===== config.mk =====
export PLATFORM = sky130hd
export DESIGN_NAME = lab4_net_terminal_adapter_flat
export DESIGN_NICKNAME = d
export VERILOG_FILES = /design/src/rtl/lab4_net_terminal_adapter_if.sv /design/src/rtl/lab4_net_terminal_adapter.sv /design/src/flat_wrapper.sv
export SDC_FILE = /design/constraint.sdc
export NUM_CORES = 1
export LEC_CHECK = 0
export BUFFER_PORTS_ARGS = -buffer_cell sky130_fd_sc_hd__buf_2
export CAP_MARGIN = 20
export CELL_PAD_IN_SITES_DETAIL_PLACEMENT = 2
export CELL_PAD_IN_SITES_GLOBAL_PLACEMENT = 2
export CORE_MARGIN = 2
export CORE_UTILIZATION = 32
export DETAILED_ROUTE_END_ITERATION = 8
export HOLD_SLACK_MARGIN = 0.03
export PLACE_DENSITY = 0.86
export SYNTH_ARGS = -nofsm -noshare
export SYNTH_HDL_FRONTEND = slang
export SYNTH_SLANG_ARGS = --single-unit

===== constraint.sdc =====
create_clock -name clk -period 3.2 [get_ports clk]
set_input_delay 0.48 -clock clk [delete_from_list [all_inputs] [get_ports clk]]
set_output_delay 0.48 -clock clk [all_outputs]
set_load 0.01 [all_outputs]

===== src/rtl/lab4_net_terminal_adapter_if.sv =====
// Client- and router-facing handshake bundle for one ring terminal adapter.
// Header layout on the net side is {dest, src, opaque}, dest in the MSBs.
interface lab4_net_terminal_adapter_if #(
  parameter int unsigned p_payload_nbits = 32,
  parameter int unsigned p_dest_nbits    = 4,
  parameter int unsigned p_src_nbits     = 4,
  parameter int unsigned p_opaque_nbits  = 8
);
  localparam int unsigned c_hdr_nbits = p_dest_nbits + p_src_nbits + p_opaque_nbits;

  logic [p_dest_nbits-1:0]    cl_req_dest;
  logic [p_payload_nbits-1:0] cl_req_payload;
  logic                       cl_req_val;
  logic                       cl_req_rdy;

  logic [c_hdr_nbits-1:0]     net_out_msg_hdr;
  logic [p_payload_nbits-1:0] net_out_msg_payload;
  logic                       net_out_val;
  logic                       net_out_rdy;

  logic [c_hdr_nbits-1:0]     net_in_msg_hdr;
  logic [p_payload_nbits-1:0] net_in_msg_payload;
  logic                       net_in_val;
  logic                       net_in_rdy;

  logic [p_src_nbits-1:0]     cl_resp_src;
  logic [p_opaque_nbits-1:0]  cl_resp_opaque;
  logic [p_payload_nbits-1:0] cl_resp_payload;
  logic                       cl_resp_val;
  logic                       cl_resp_rdy;

  // Adapter side.
  modport master (
    input  cl_req_dest, cl_req_payload, cl_req_val,
    output cl_req_rdy,
    output net_out_msg_hdr, net_out_msg_payload, net_out_val,
    input  net_out_rdy,
    input  net_in_msg_hdr, net_in_msg_payload, net_in_val,
    output net_in_rdy,
    output cl_resp_src, cl_resp_opaque, cl_resp_payload, cl_resp_val,
    input  cl_resp_rdy
  );

  // Client / router side.
  modport slave (
    output cl_req_dest, cl_req_payload, cl_req_val,
    input  cl_req_rdy,
    input  net_out_msg_hdr, net_out_msg_payload, net_out_val,
    output net_out_rdy,
    output net_in_msg_hdr, net_in_msg_payload, net_in_val,
    input  net_in_rdy,
    input  cl_resp_src, cl_resp_opaque, cl_resp_payload, cl_resp_val,
    output cl_resp_rdy
  );
endinterface


===== src/rtl/lab4_net_terminal_adapter.sv =====
// Ring terminal adapter: stamps and queues client requests toward the router,
// filters and queues router ejections toward the client, with statistics.
module lab4_net_terminal_adapter #(
  parameter int unsigned p_payload_nbits = 32,
  parameter int unsigned p_router_id     = 0,
  parameter int unsigned p_cnt_nbits     = 16
) (
  input  logic                       clk,
  input  logic                       reset,
  lab4_net_terminal_adapter_if.master bus,
  output logic                       misroute_err,
  output logic [p_cnt_nbits-1:0]     inj_count,
  output logic [p_cnt_nbits-1:0]     ej_count
);
  localparam int unsigned c_dest_nbits   = 4;
  localparam int unsigned c_src_nbits    = 4;
  localparam int unsigned c_opaque_nbits = 8;
  localparam logic [c_dest_nbits-1:0] c_id = c_dest_nbits'(p_router_id);
  localparam logic [c_src_nbits-1:0]  c_src = c_src_nbits'(p_router_id);

  typedef struct packed {
    logic [c_dest_nbits-1:0]   dest;
    logic [c_src_nbits-1:0]    src;
    logic [c_opaque_nbits-1:0] opaque;
  } net_hdr_t;

  typedef struct packed {
    net_hdr_t                   hdr;
    logic [p_payload_nbits-1:0] payload;
  } inj_entry_t;

  typedef struct packed {
    logic [c_src_nbits-1:0]     src;
    logic [c_opaque_nbits-1:0]  opaque;
    logic [p_payload_nbits-1:0] payload;
  } ej_entry_t;

  // ---------------------------------------------------------------- inject
  inj_entry_t                r_inj_mem [2];
  logic                      r_inj_head;
  logic                      r_inj_tail;
  logic [1:0]                r_inj_count;
  logic [c_opaque_nbits-1:0] r_seq;

  logic       w_inj_enq;
  logic       w_inj_deq;
  inj_entry_t w_inj_head;
  inj_entry_t w_inj_new;

  // Handshake outputs are forced low while reset is held, so no transfer
  // can happen on a reset cycle regardless of queue state.
  assign bus.cl_req_rdy  = reset && (r_inj_count < 2'd2);
  assign bus.net_out_val = reset && (r_inj_count != 2'd0);

  assign w_inj_enq  = bus.cl_req_val && bus.cl_req_rdy;
  assign w_inj_deq  = bus.net_out_val && bus.net_out_rdy;
  assign w_inj_head = r_inj_mem[r_inj_head];

  always_comb begin
    w_inj_new            = '0;
    w_inj_new.hdr.dest   = bus.cl_req_dest;
    w_inj_new.hdr.src    = c_src;
    w_inj_new.hdr.opaque = r_seq;
    w_inj_new.payload    = bus.cl_req_payload;
  end

  assign bus.net_out_msg_hdr     = reset ? w_inj_head.hdr     : '0;
  assign bus.net_out_msg_payload = reset ? w_inj_head.payload : '0;

  always_ff @(posedge clk) begin
    if (w_inj_enq) begin
      r_inj_mem[r_inj_tail] <= w_inj_new;
    end
  end

  always_ff @(posedge clk) begin
    if (!reset) begin
      r_inj_head  <= 1'b0;
      r_inj_tail  <= 1'b0;
      r_inj_count <= 2'd0;
      r_seq       <= '0;
    end else begin
      if (w_inj_enq) begin
        r_inj_tail <= ~r_inj_tail;
        r_seq      <= r_seq + 1'b1;
      end
      if (w_inj_deq) begin
        r_inj_head <= ~r_inj_head;
      end
      case ({w_inj_enq, w_inj_deq})
        2'b10:   r_inj_count <= r_inj_count + 2'd1;
        2'b01:   r_inj_count <= r_inj_count - 2'd1;
        default: r_inj_count <= r_inj_count;
      endcase
    end
  end

  // ----------------------------------------------------------------- eject
  ej_entry_t  r_ej_mem [2];
  logic       r_ej_head;
  logic       r_ej_tail;
  logic [1:0] r_ej_count;
  logic       r_misroute;

  net_hdr_t  w_ej_in_hdr;
  logic      w_ej_acc;
  logic      w_ej_match;
  logic      w_ej_enq;
  logic      w_ej_deq;
  ej_entry_t w_ej_head;
  ej_entry_t w_ej_new;

  assign bus.net_in_rdy  = reset && (r_ej_count < 2'd2);
  assign bus.cl_resp_val = reset && (r_ej_count != 2'd0);

  assign w_ej_in_hdr = bus.net_in_msg_hdr;
  assign w_ej_acc    = bus.net_in_val && bus.net_in_rdy;
  assign w_ej_match  = (w_ej_in_hdr.dest == c_id);
  // Misrouted messages are still consumed so the router port never stalls.
  assign w_ej_enq    = w_ej_acc && w_ej_match;
  assign w_ej_deq    = bus.cl_resp_val && bus.cl_resp_rdy;
  assign w_ej_head   = r_ej_mem[r_ej_head];

  always_comb begin
    w_ej_new         = '0;
    w_ej_new.src     = w_ej_in_hdr.src;
    w_ej_new.opaque  = w_ej_in_hdr.opaque;
    w_ej_new.payload = bus.net_in_msg_payload;
  end

  assign bus.cl_resp_src     = reset ? w_ej_head.src     : '0;
  assign bus.cl_resp_opaque  = reset ? w_ej_head.opaque  : '0;
  assign bus.cl_resp_payload = reset ? w_ej_head.payload : '0;

  always_ff @(posedge clk) begin
    if (w_ej_enq) begin
      r_ej_mem[r_ej_tail] <= w_ej_new;
    end
  end

  always_ff @(posedge clk) begin
    if (!reset) begin
      r_ej_head  <= 1'b0;
      r_ej_tail  <= 1'b0;
      r_ej_count <= 2'd0;
      r_misroute <= 1'b0;
    end else begin
      if (w_ej_enq) begin
        r_ej_tail <= ~r_ej_tail;
      end
      if (w_ej_deq) begin
        r_ej_head <= ~r_ej_head;
      end
      if (w_ej_acc && !w_ej_match) begin
        r_misroute <= 1'b1;
      end
      case ({w_ej_enq, w_ej_deq})
        2'b10:   r_ej_count <= r_ej_count + 2'd1;
        2'b01:   r_ej_count <= r_ej_count - 2'd1;
        default: r_ej_count <= r_ej_count;
      endcase
    end
  end

  assign misroute_err = r_misroute;

  // ------------------------------------------------------------ statistics
  logic [p_cnt_nbits-1:0] r_inj_stat;
  logic [p_cnt_nbits-1:0] r_ej_stat;

  always_ff @(posedge clk) begin
    if (!reset) begin
      r_inj_stat <= '0;
      r_ej_stat  <= '0;
    end else begin
      if (w_inj_deq && (r_inj_stat != '1)) begin
        r_inj_stat <= r_inj_stat + 1'b1;
      end
      if (w_ej_deq && (r_ej_stat != '1)) begin
        r_ej_stat <= r_ej_stat + 1'b1;
      end
    end
  end

  assign inj_count = r_inj_stat;
  assign ej_count  = r_ej_stat;
endmodule

===== src/flat_wrapper.sv =====
// flat-port wrapper written by rule: the top's interface ports become plain ports
module lab4_net_terminal_adapter_flat 
#(
  parameter int unsigned p_payload_nbits = 32,
  parameter int unsigned p_router_id     = 0,
  parameter int unsigned p_cnt_nbits     = 16
)
  (clk, reset, misroute_err, inj_count, ej_count, bus_cl_req_dest, bus_cl_req_payload, bus_cl_req_val, bus_cl_req_rdy, bus_net_out_msg_hdr, bus_net_out_msg_payload, bus_net_out_val, bus_net_out_rdy, bus_net_in_msg_hdr, bus_net_in_msg_payload, bus_net_in_val, bus_net_in_rdy, bus_cl_resp_src, bus_cl_resp_opaque, bus_cl_resp_payload, bus_cl_resp_val, bus_cl_resp_rdy);
  lab4_net_terminal_adapter_if #(.p_payload_nbits(p_payload_nbits)) bus_i ();
  input  logic clk;
  input  logic reset;
  output logic misroute_err;
  output logic [p_cnt_nbits-1:0] inj_count;
  output logic [p_cnt_nbits-1:0] ej_count;
  input wire logic [$bits(bus_i.cl_req_dest)-1:0] bus_cl_req_dest;
  input wire logic [$bits(bus_i.cl_req_payload)-1:0] bus_cl_req_payload;
  input wire logic [$bits(bus_i.cl_req_val)-1:0] bus_cl_req_val;
  output wire logic [$bits(bus_i.cl_req_rdy)-1:0] bus_cl_req_rdy;
  output wire logic [$bits(bus_i.net_out_msg_hdr)-1:0] bus_net_out_msg_hdr;
  output wire logic [$bits(bus_i.net_out_msg_payload)-1:0] bus_net_out_msg_payload;
  output wire logic [$bits(bus_i.net_out_val)-1:0] bus_net_out_val;
  input wire logic [$bits(bus_i.net_out_rdy)-1:0] bus_net_out_rdy;
  input wire logic [$bits(bus_i.net_in_msg_hdr)-1:0] bus_net_in_msg_hdr;
  input wire logic [$bits(bus_i.net_in_msg_payload)-1:0] bus_net_in_msg_payload;
  input wire logic [$bits(bus_i.net_in_val)-1:0] bus_net_in_val;
  output wire logic [$bits(bus_i.net_in_rdy)-1:0] bus_net_in_rdy;
  output wire logic [$bits(bus_i.cl_resp_src)-1:0] bus_cl_resp_src;
  output wire logic [$bits(bus_i.cl_resp_opaque)-1:0] bus_cl_resp_opaque;
  output wire logic [$bits(bus_i.cl_resp_payload)-1:0] bus_cl_resp_payload;
  output wire logic [$bits(bus_i.cl_resp_val)-1:0] bus_cl_resp_val;
  input wire logic [$bits(bus_i.cl_resp_rdy)-1:0] bus_cl_resp_rdy;
  assign bus_i.cl_req_dest = bus_cl_req_dest;
  assign bus_i.cl_req_payload = bus_cl_req_payload;
  assign bus_i.cl_req_val = bus_cl_req_val;
  assign bus_cl_req_rdy = bus_i.cl_req_rdy;
  assign bus_net_out_msg_hdr = bus_i.net_out_msg_hdr;
  assign bus_net_out_msg_payload = bus_i.net_out_msg_payload;
  assign bus_net_out_val = bus_i.net_out_val;
  assign bus_i.net_out_rdy = bus_net_out_rdy;
  assign bus_i.net_in_msg_hdr = bus_net_in_msg_hdr;
  assign bus_i.net_in_msg_payload = bus_net_in_msg_payload;
  assign bus_i.net_in_val = bus_net_in_val;
  assign bus_net_in_rdy = bus_i.net_in_rdy;
  assign bus_cl_resp_src = bus_i.cl_resp_src;
  assign bus_cl_resp_opaque = bus_i.cl_resp_opaque;
  assign bus_cl_resp_payload = bus_i.cl_resp_payload;
  assign bus_cl_resp_val = bus_i.cl_resp_val;
  assign bus_i.cl_resp_rdy = bus_cl_resp_rdy;
  lab4_net_terminal_adapter #(.p_payload_nbits(p_payload_nbits), .p_router_id(p_router_id), .p_cnt_nbits(p_cnt_nbits)) u_core (.clk(clk), .reset(reset), .bus(bus_i), .misroute_err(misroute_err), .inj_count(inj_count), .ej_count(ej_count));
endmodule

==> summary.md <==
| Metric | Value |
|---|---|
| Power density normalized to cell area | `between 500 and 600 nW/um2` |
| CTS sink count | `about 230` |
| Mapped Cells | `662` |
| Synthesized area divided by synthesized cell count | `roughly 14 um2` |
| Number of synthesized flops with an enable pin | `~180` |
| Buffers plus inverters on the worst setup path | `2` |
| Worst slack, placed | `between 0.6 and 0.7 ns` |
| GRT Util Overall | `16.2%` |
| Number of optimization iterations in the first detailed-route pass | `4` |
| Port-buffer cells | `214` |
| Number of endpoints with negative hold slack in the final report | `0` |
| Number of DRC violations after detailed routing | `0` |
| Remaining max-slew budget at the tightest pin | `between 40% and 50%` |
| Maximum cell stage delay along the critical path | `0.62 ns` |
| Number of antenna diodes | `0` |
| Post-Layout Cell Count | `approximately 1300` |
| Max capacitance violation total | `0` |
| Maximum clock insertion buffer count | `3` |
| Total Wirelength | `about 25 mm` |
| Top flip-flop cell by instance count after synthesis | `edfxtp_1` |
| Shortest period the worst path allows | `2.51 ns` |
| Setup repair after global routing missed its margin | `false` |
| Cell leakage power | `4.21 nW` |
| Postcts setup bufs | `0` |
| Placed cells | `between 1000 and 1500` |
| Tightest hold margin | `0.131 ns` |
| Full die area | `approximately 30000 um2` |
| Ys async rst share | `0%` |
| Count of unique library cells instantiated by Yosys | `50` |
| Synth Warn # | `0` |
| Clock input transition at the sequential cells of the worst setup and hold paths | `~0.06 ns` |
| DPL Wire Length | `between 15 and 20 mm` |
| Type of element launching the critical path | `flop` |
| Setup Skew | `approximately 0.026 ns` |
| Achievable frequency | `roughly 0.4 GHz` |
| Via count | `~6300` |
| Cell Rows | `slightly above 60` |
| Wire length per cell | `~19 um` |
| Minimum setup slack in the final design | `0.686 ns` |
| Transition at the pin with the smallest max-transition slack | `a little under 0.8 ns` |
| Crit path kind | `reg2out` |
| Final Slew Violations | `0` |
| Dpl cell area | `between 10000 and 15000 um2` |
| Hold Buf Count CTS | `0` |
| Total of endpoints with negative setup slack in the final report | `0` |
| Core Footprint | `27900 um2` |
| Crit path DAT | `between 2 and 2.5 ns` |
| Cell area after technology mapping | `slightly above 9000 um2` |
| CP max-delay cell | `dfxtp_2` |
| Height of the chip | `approximately 170 um` |
| Detail Route Antenna Nets | `0` |
| Status | `completed` |
| Area growth from synthesis to final layout | `26.5%` |
| Fraction of layout cells with a size suffix above 1 | `a little under a third` |
| Number of buffers added by the clock tree synthesis step | `26` |
| Grt ovf | `0` |
| Top Family by Delay on Critical Path | `flip-flops` |
| Largest net degree at the start of global routing | `45` |
| Global-route wire length before repair | `roughly 39 mm` |
| Number of violations reported at the end of detailed-routing iteration 0 | `234` |
| Required time at the worst-slack endpoint | `about 2.7 ns` |
| CTS Root Buffer Type | `clkbuf_16` |
| H-tree depth | `1` |
| Post-layout net count | `around 980` |
| Min-Delay Path Class | `in2reg` |
| Crit end category | `primary output` |
| Register bit count reported by yosys | `approximately 230` |
| Width of the chip | `around 170 um` |
| Largest voltage drop on the vdd net | `0.356 mV` |
| Final total power | `6.60 mW` |
| Post-layout instance area | `about 12000 um2` |
| Period Utilization, post-route | `between 70 and 80%` |
| Number of antenna violations at the first check in global routing | `2` |
| Crit path cell chain | `buf_4, mux2i_1, nor2_1, buf_2` |
| Via count normalized by instance count | `between 4 and 5` |
| Via count of the first global-routing pass | `around 7000` |
| Fraction of the yosys area taken by sequential cells | `between 60 and 70%` |
| TritonCTS clock tree | `built` |
| Ports | `around 220` |
| Routability congestion estimate | `approximately 0.73` |
| Starting density of the core | `32.6%` |
| Later-pin clock latency in the skew report | `0.53 ns` |
| Resized Gates After CTS | `0` |
| Maximum fanout along the worst path | `17` |
placed cells by master, fill, tap and decap left out, types with 3 or more instances in the layout:
cell       netlist  layout
a21oi_1         18      18
and4_1           3       3
buf_12           0       3
buf_2            2     214
buf_4            6      15
bufinv_16        0       3
clkbuf_1        15       7
clkbuf_16        0      26
clkinv_1         0       6
clkinv_2         0       3
conb_1           1       4
dfxtp_1         51      49
edfxtp_1       176     176
ha_1             5       5
inv_1            5       5
mux2i_1         92      92
nand2_1         26      26
nand3_1         10      10
nand4_1         11      11
nor2_1         116     113
nor2_4           0       3
nor3_1           5       5
nor3b_1          3       3
nor4_1           4       4
o211ai_1         5       5
o21ai_0         12      12
o311ai_0         7       7
o31ai_1         10      10
o41ai_1          5       5
or3_1           10      10
or4_1            7       7
xnor2_1         10      10
xor2_1           4       4
per-layer routing:
metal  share of wire (%)  global-route usage (%)  wire length, um  vias to the layer above
met5               0.097                       0               24                        -
met4                 1.9                    3.67              475                        4
met3                 5.3                    3.47             1300                       38
met2                  51                    29.6            12600                      182
met1                  42                    19.4            10200                     3109
li1                    -                       -                -                     2930
registers in the layout (all words and copies together) (netlist names), named ones only:
register,flops
u_core.ej_count,16
u_core.inj_count,16
u_core.misroute_err,1
u_core.r_ej_count,2
u_core.r_ej_head,1
u_core.r_ej_mem,88
u_core.r_ej_tail,1
u_core.r_inj_count,2
u_core.r_inj_head,1
u_core.r_inj_mem,88
u_core.r_inj_tail,1
u_core.r_seq,8
power by group:
part	internal (mW)	switching [mW]
combinational	0.161	0.245
clock	1.74	1.17
sequential	3.25	0.0359
total	5.14	1.45
area by class of cell:
type | instances | area (um2)
clock buffer | 33 | 677
clock inverter | 14 | 155
fill | 2907 | 16400
inverter | 7 | 28.8
multi-input combinational | 395 | 2640
sequential | 227 | 6310
tap | 378 | 473
timing repair buffer | 232 | 1240
metrics by stage:
| stage | utilization [%] | TNS, ns |
|---|---|---|
| 6_report | 41.3 | 0 |
| 5_1_grt | 41.3 | 0 |
| 4_1_cts | 41.3 | 0 |
| 3_5_place_dp | 38.3 | 0 |
| 3_3_place_gp | 38.3 | 0 |
| 2_1_floorplan | - | -15.09 |
synth_stat cells (all sizes together) (2+ instances only):
cell type,number,area share [%]
clkbuf,16,0.77
and3,2,0.14
o311ai,7,0.67
nand4b,2,0.19
nand2b,2,0.14
a21oi,18,0.99
buf,20,1.1
o21bai,2,0.16
dfxtp,51,11
and4,3,0.29
o41ai,5,0.48
o211ai,6,0.65
nand4,13,1.0
ha,5,0.69
xnor2,10,0.96
nor3,5,0.27
mux2i,92,10
xor2,4,0.38
nor2,116,4.8
o311a,2,0.22
and2,3,0.21
nor3b,3,0.25
inv,7,0.29
o31ai,10,0.82
or3,11,0.81
nand2,26,1.1
nand3,11,0.66
nor4,6,0.65
o21ai,12,0.66
edfxtp,176,58
or4,8,0.70
final timing paths:
path | startpoint | to | slack [ns] | depth (start not counted)
max | flop | bus_cl_resp_opaque[2] | 0.69 | 4
min | bus_net_in_msg_payload[25] | u_core.r_ej_mem[0][25]$_DFFE_PP_ | 0.13 | 1
max reg2reg | u_core.r_ej_count[1]$_SDFFE_PN0P_ | u_core.ej_count[9]$_SDFFE_PN0P_ | 1.14 | 5
min reg2reg | u_core.r_seq[7]$_SDFFE_PN0P_ | u_core.r_inj_mem[0][39]$_DFFE_PP_ | 0.50 | 0
cell families (layout without fill, tap and decap cells):
group                      Yosys count  count (layout)  synth area share [%]
DFF                                227             227                  69.2
and+or+nand+nor                    214             214                  11.4
muxes                               92              92                  10.1
AOI/OAI and AO/OA                   66              66                  5.03
buffers and inverters               43             286                  2.16
xor gates and xnor gates            14              14                  1.35
adders and majority gates            5               5                 0.687
other                                1               4                0.0412
worst reg2reg max path, cell delays in order, from the launching register on:
cell,delay (ns)
dfxtp_1,0.46
o211ai_1,0.15
inv_2,0.17
nand4_1,0.41
or4_1,0.65
a21oi_1,0.15
(Power assumes the default switching activity.)
